## src/rtl/serial_adder_if.sv

```systemverilog
// Bus bundle for serial_adder: operand request side and result side.
// master = requester driving operands, slave = the adder itself.
interface serial_adder_if #(
  parameter int WIDTH = 16
);
  // Handshake: start is a level request sampled only while the adder is idle
  // (busy=0); a, b, c_in and sub are captured on the same edge that accepts
  // start and may change freely afterwards. done pulses for exactly one cycle
  // when sum/c_out/ovf become valid. Those results hold until the next accept.
  logic             start;
  logic [WIDTH-1:0] a;
  logic [WIDTH-1:0] b;
  logic             c_in;
  logic             sub;
  logic             busy;
  logic             done;
  logic [WIDTH-1:0] sum;
  logic             c_out;
  logic             ovf;

  modport master (
    output start, a, b, c_in, sub,
    input  busy, done, sum, c_out, ovf
  );

  modport slave (
    input  start, a, b, c_in, sub,
    output busy, done, sum, c_out, ovf
  );
endinterface

```

## src/rtl/serial_adder.sv

```systemverilog
// Multi-cycle adder: WIDTH-bit add done CHUNK bits per clock through one ripple slice.
// Optional subtraction is compiled in with `define SERIAL_ADDER_SUB_EN.
module serial_adder #(
  parameter int WIDTH = 16,
  parameter int CHUNK = 4   // WIDTH must be a multiple of CHUNK
) (
  input  logic        clk,
  input  logic        reset,
  serial_adder_if.slave bus,
  output logic [1:0]  dbg_state
);
  localparam int NCHUNK = WIDTH / CHUNK;
  localparam int IDX_W  = (NCHUNK > 1) ? $clog2(NCHUNK) : 1;
  localparam logic [IDX_W-1:0] LAST_IDX = IDX_W'(NCHUNK - 1);

  typedef enum logic [1:0] {
    IDLE = 2'd0,
    RUN  = 2'd1,
    DONE = 2'd2
  } state_t;

  state_t           state_q, state_d;
  logic [WIDTH-1:0] a_q, b_q, sum_q;
  logic             carry_q, c_out_q, ovf_q;
  logic [IDX_W-1:0] idx_q;

  logic             load, step, last;
  logic [WIDTH-1:0] b_eff;
  logic             cin_eff;
  logic [CHUNK-1:0] a_chunk, b_chunk;
  logic [CHUNK:0]   chunk_sum;
  logic             msb_carry_in;

`ifdef SERIAL_ADDER_SUB_EN
  assign b_eff   = bus.sub ? ~bus.b : bus.b;
  assign cin_eff = bus.sub ? 1'b1   : bus.c_in;
`else
  assign b_eff   = bus.b;
  assign cin_eff = bus.c_in;
  logic unused_sub;
  assign unused_sub = bus.sub;
`endif

  // Select the operand chunk addressed by idx; all bases are constants.
  always_comb begin
    a_chunk = '0;
    b_chunk = '0;
    for (int k = 0; k < NCHUNK; k++) begin
      if (idx_q == IDX_W'(k)) begin
        a_chunk = a_q[k*CHUNK +: CHUNK];
        b_chunk = b_q[k*CHUNK +: CHUNK];
      end
    end
  end

  assign chunk_sum    = {1'b0, a_chunk} + {1'b0, b_chunk} + {{CHUNK{1'b0}}, carry_q};
  // Carry into the top bit recovered from that bit's own sum: s = a ^ b ^ cin.
  assign msb_carry_in = a_chunk[CHUNK-1] ^ b_chunk[CHUNK-1] ^ chunk_sum[CHUNK-1];

  always_ff @(posedge clk) begin
    if (reset) state_q <= IDLE;
    else       state_q <= state_d;
  end

  always_comb begin
    state_d = state_q;
    load    = 1'b0;
    step    = 1'b0;
    last    = (idx_q == LAST_IDX);
    case (state_q)
      IDLE: begin
        if (bus.start) begin
          load    = 1'b1;
          state_d = RUN;
        end
      end
      RUN: begin
        step = 1'b1;
        if (last) state_d = DONE;
      end
      DONE:    state_d = IDLE;
      default: state_d = IDLE;
    endcase
  end

  always_ff @(posedge clk) begin
    if (reset) begin
      a_q     <= '0;
      b_q     <= '0;
      sum_q   <= '0;
      carry_q <= 1'b0;
      c_out_q <= 1'b0;
      ovf_q   <= 1'b0;
      idx_q   <= '0;
    end else if (load) begin
      a_q     <= bus.a;
      b_q     <= b_eff;
      carry_q <= cin_eff;
      idx_q   <= '0;
    end else if (step) begin
      for (int k = 0; k < NCHUNK; k++) begin
        if (idx_q == IDX_W'(k)) sum_q[k*CHUNK +: CHUNK] <= chunk_sum[CHUNK-1:0];
      end
      carry_q <= chunk_sum[CHUNK];
      idx_q   <= idx_q + IDX_W'(1);
      if (last) begin
        c_out_q <= chunk_sum[CHUNK];
        ovf_q   <= msb_carry_in ^ chunk_sum[CHUNK];
      end
    end
  end

  assign bus.busy  = (state_q != IDLE);
  assign bus.done  = (state_q == DONE);
  assign bus.sum   = sum_q;
  assign bus.c_out = c_out_q;
  assign bus.ovf   = ovf_q;
  assign dbg_state = state_q;
endmodule

```

## src/flat_wrapper.sv

```systemverilog
// flat-port wrapper written by rule: the top's interface ports become plain ports
module serial_adder_flat 
#(
  parameter int WIDTH = 16,
  parameter int CHUNK = 4                                       
)
  (clk, reset, dbg_state, bus_start, bus_a, bus_b, bus_c_in, bus_sub, bus_busy, bus_done, bus_sum, bus_c_out, bus_ovf);
  serial_adder_if #(.WIDTH(WIDTH)) bus_i ();
  input  logic clk;
  input  logic reset;
  output logic [1:0] dbg_state;
  input wire logic [$bits(bus_i.start)-1:0] bus_start;
  input wire logic [$bits(bus_i.a)-1:0] bus_a;
  input wire logic [$bits(bus_i.b)-1:0] bus_b;
  input wire logic [$bits(bus_i.c_in)-1:0] bus_c_in;
  input wire logic [$bits(bus_i.sub)-1:0] bus_sub;
  output wire logic [$bits(bus_i.busy)-1:0] bus_busy;
  output wire logic [$bits(bus_i.done)-1:0] bus_done;
  output wire logic [$bits(bus_i.sum)-1:0] bus_sum;
  output wire logic [$bits(bus_i.c_out)-1:0] bus_c_out;
  output wire logic [$bits(bus_i.ovf)-1:0] bus_ovf;
  assign bus_i.start = bus_start;
  assign bus_i.a = bus_a;
  assign bus_i.b = bus_b;
  assign bus_i.c_in = bus_c_in;
  assign bus_i.sub = bus_sub;
  assign bus_busy = bus_i.busy;
  assign bus_done = bus_i.done;
  assign bus_sum = bus_i.sum;
  assign bus_c_out = bus_i.c_out;
  assign bus_ovf = bus_i.ovf;
  serial_adder #(.WIDTH(WIDTH), .CHUNK(CHUNK)) u_core (.clk(clk), .reset(reset), .bus(bus_i), .dbg_state(dbg_state));
endmodule
```

## config.mk

```make
export PLATFORM = sky130hd
export DESIGN_NAME = serial_adder_flat
export DESIGN_NICKNAME = d
export VERILOG_FILES = /design/src/rtl/serial_adder_if.sv /design/src/rtl/serial_adder.sv /design/src/flat_wrapper.sv
export SDC_FILE = /design/constraint.sdc
export NUM_CORES = 1
export LEC_CHECK = 0
export BUFFER_PORTS_ARGS = -buffer_cell sky130_fd_sc_hd__buf_2
export CORE_ASPECT_RATIO = 0.7
export CORE_MARGIN = 1.5
export CORE_UTILIZATION = 46
export CTS_BUF_LIST = sky130_fd_sc_hd__clkbuf_16
export DETAILED_ROUTE_END_ITERATION = 8
export GPL_ROUTABILITY_DRIVEN = 0
export PLACE_DENSITY = 0.7
export SYNTH_ARGS = -nofsm -noshare
export SYNTH_HDL_FRONTEND = slang
export SYNTH_SLANG_ARGS = --single-unit
```

## constraint.sdc

```tcl
create_clock -name clk -period 3.6 [get_ports clk]
set_input_delay 0.72 -clock clk [delete_from_list [all_inputs] [get_ports clk]]
set_output_delay 0.72 -clock clk [all_outputs]
set_load 0.05 [all_outputs]
```

==> summary.md <==
| Metric | Value |
|---|---|
| Critical path class | `reg -> reg` |
| Main flop type after synthesis | `dfxtp_1` |
| Area grow syn2layout | `15.4%` |
| Sequential fraction of the synthesis area | `43.3%` |
| CTS Buf Count | `5` |
| Unrepaired setup endpoints after global routing | `no` |
| Syn_area_per_cell | `about 8.3 um^2` |
| XOR/XNOR share of the synthesized area | `between 1 and 1.5%` |
| Layout cells sized above 1 | `22.7%` |
| Max cap viols | `0` |
| Multiplexer area fraction after synthesis | `between 1 and 1.5%` |
| Synth top area cells | `dfxtp_1, nand2_1, a21oi_1` |
| CTS tree | `yes` |
| FF+latch count, synth | `55` |
| N_diodes | `0` |
| Synth unique cells | `32` |
| Buffers inserted by post-CTS timing repair | `0` |
| Cells after Synth | `308` |
| Full die area | `about 6000 um^2` |
| Hold Path Class | `reg -> reg` |
| Cell taking the most area after synthesis | `dfxtp_1` |
| Worst path arrival time | `3.34 ns` |
| Deepest clock path buffer count | `2` |
| Slew Viols, Final | `0` |
| IR drop worst, VDD | `around 200 uV` |
| Count of cells resized by post-cts repair | `0` |
| Die Y | `65.2 um` |
| Sink Count | `between 50 and 60` |
| Synth Area in Adders | `around 5.0%` |
| DRC viols | `0` |
| Skew-Pair Late Insertion Delay | `a little under 0.3 ns` |
| Post-cts hold buffer count | `0` |
| Total core area | `about 5300 um^2` |
| Post-Synth Simple-Gate Area | `between 20 and 30%` |
| H-tree depth | `2` |
| Starting density of the core | `around half` |
| Site row count | `22` |
| Final Util | `55.5%` |
| Syn_nets | `between 300 and 400` |
| Antenna violation net count after detailed routing | `0` |
| Worst EP required | `between 3 and 4 ns` |
| EDFF count, synth | `0` |
| CP Max Fanout | `17` |
| Worst-margin pin slew | `roughly 1.1 ns` |
| Main combinational cell family by area after synthesis | `simple AND/OR/NAND/NOR gates` |
| 1st-iter DRT viols | `approximately 110` |
| Total gr overflow | `0` |
| Max Clock Freq | `about 0.32 GHz` |
| Hpwl dp | `~3800 um` |
| Status | `finished clean` |
| Worst Skew | `just over 0.007 ns` |
| Relative slew slack | `28.8%` |
| I/O pin count | `about 60` |
| CP endpoint kind | `flip-flop` |
| Final Net Count | `~400` |
| Largest net degree at the start of global routing | `43` |
| Tot GR Track Use | `a little under a fifth` |
| Worst setup SP type | `flip-flop` |
| Router iterations before antenna repair | `4` |
| Hold_ws | `between 0.4 and 0.5 ns` |
| Via density | `5.08` |
| DR WL/cell | `about 13 um` |
| First-pass GRT wire length | `8960 um` |
| Final Total Pwr | `1.33 mW` |
| Initial antenna violation count | `0` |
| PwrDens | `~450 nW/um^2` |
| Final hold viol count | `0` |
| Clock Tree Root | `clkbuf_16` |
| Synth Area in Compound Gates | `~17%` |
| Most frequent cells in the layout | `nand2_1, buf_2, dfxtp_1` |
| Clk pin slew, worst setup/hold paths | `0.07 ns` |
| Setup_tns | `0 ns` |
| Vias in the first global route | `roughly 1900` |
| Pleak | `about 1.2 nW` |
| I/O Buffers | `57` |
| Die width | `about 92 um` |
| Synth top area share | `43.3%` |
| Synth Cell Area | `2540 um^2` |
| Async SR Flop Fraction | `0%` |
| Commonest non-fill, non-tap cell in the layout | `nand2_1` |
| Yosys warning count | `0` |
| Routed WL | `5420 um` |
| Setup violators final | `0` |
| Via Count | `approximately 2200` |
| Fin crit share | `87.1%` |
| Final min period | `about 3.1 ns` |
final timing paths:
| path | cells past startpoint | end | start | slack, ns |
|---|---|---|---|---|
| hold / removal | 2 | u_core.b_q[1] | u_core.b_q[1] | 0.46 |
| setup reg to reg | 11 | u_core.bus.ovf | u_core.idx_q[1] | 0.46 |
| hold reg to reg | 2 | u_core.b_q[1] | u_core.b_q[1] | 0.46 |
| setup / recovery | 11 | u_core.bus.ovf | u_core.idx_q[1] | 0.46 |
per-stage QoR:
step,cell area (um^2),cells,setup WS [ns]
4_1_cts,2930,425,0.491
6_report,2930,425,0.465
3_5_place_dp,2790,417,0.520
3_3_place_gp,2790,417,0.612
2_1_floorplan,2540,308,0.831
5_1_grt,2930,425,0.245
per-layer routing:
metal	routed length [um]	part of all wire (%)	GRT usage [%]	vias up
met5	0	0	0	-
met4	66	1.2	6.35	0
met3	271	5.0	4.05	7
met2	2350	43	30.2	47
met1	2730	50	26.0	993
li1	-	-	-	1114
synth_stat cells (all sizes together) (5+ instances only):
master	count
nor2b	9
dfxtp	55
buf	13
a21oi	54
clkbuf	10
a211oi	9
nor3	7
nand2	78
ha	7
nand3b	11
and2	5
nor2	20
power by group:
group	leakage [nW]	total (mW)	internal [mW]	switching [mW]
Sequential	0.449	0.655	0.638	0.0173
Clock	0.0658	0.475	0.257	0.218
Combinational	0.697	0.202	0.0750	0.127
Total	1.21	1.33	0.970	0.362
worst max-delay path: stages, from the launching register on:
cell and delay, ns:
dfxtp_1 0.33, inv_1 0.10, ha_1 0.50, a221oi_1 0.19
nor3_1 0.16, a21oi_1 0.09, fa_1 0.47, fa_1 0.43
nand2b_1 0.17, a21oi_1 0.26, xnor2_1 0.14, a211oi_2 0.22
cell type report:
| class | instances | area (um^2) |
|---|---|---|
| Clock buffer | 5 | 125 |
| Clock inverter | 3 | 20.0 |
| Fill cell | 537 | 2350 |
| Inverter | 4 | 15.0 |
| Multi-Input combinational cell | 226 | 1270 |
| Sequential cell | 55 | 1100 |
| Tap cell | 72 | 90.1 |
| Timing Repair Buffer | 60 | 308 |
state kept, by name (all words and copies together), names as in the netlist:
register	flops
u_core.dbg_state	2
u_core.bus.sum	16
u_core.carry_q	1
u_core.b_q	16
u_core.bus.ovf	1
u_core.idx_q	2
u_core.a_q	16
u_core.bus.c_out	1
kinds of logic (layout without fill, tap and decap cells):
kind of cell,Yosys count,after routing
AOI/OAI and AO/OA,75,75
xor gates and xnor gates,3,3
adders and majority gates,9,9
buffers and inverters,27,72
DFF,55,55
muxes,3,3
and+or+nand+nor,136,136
Power figures use the tool's default switching activity.
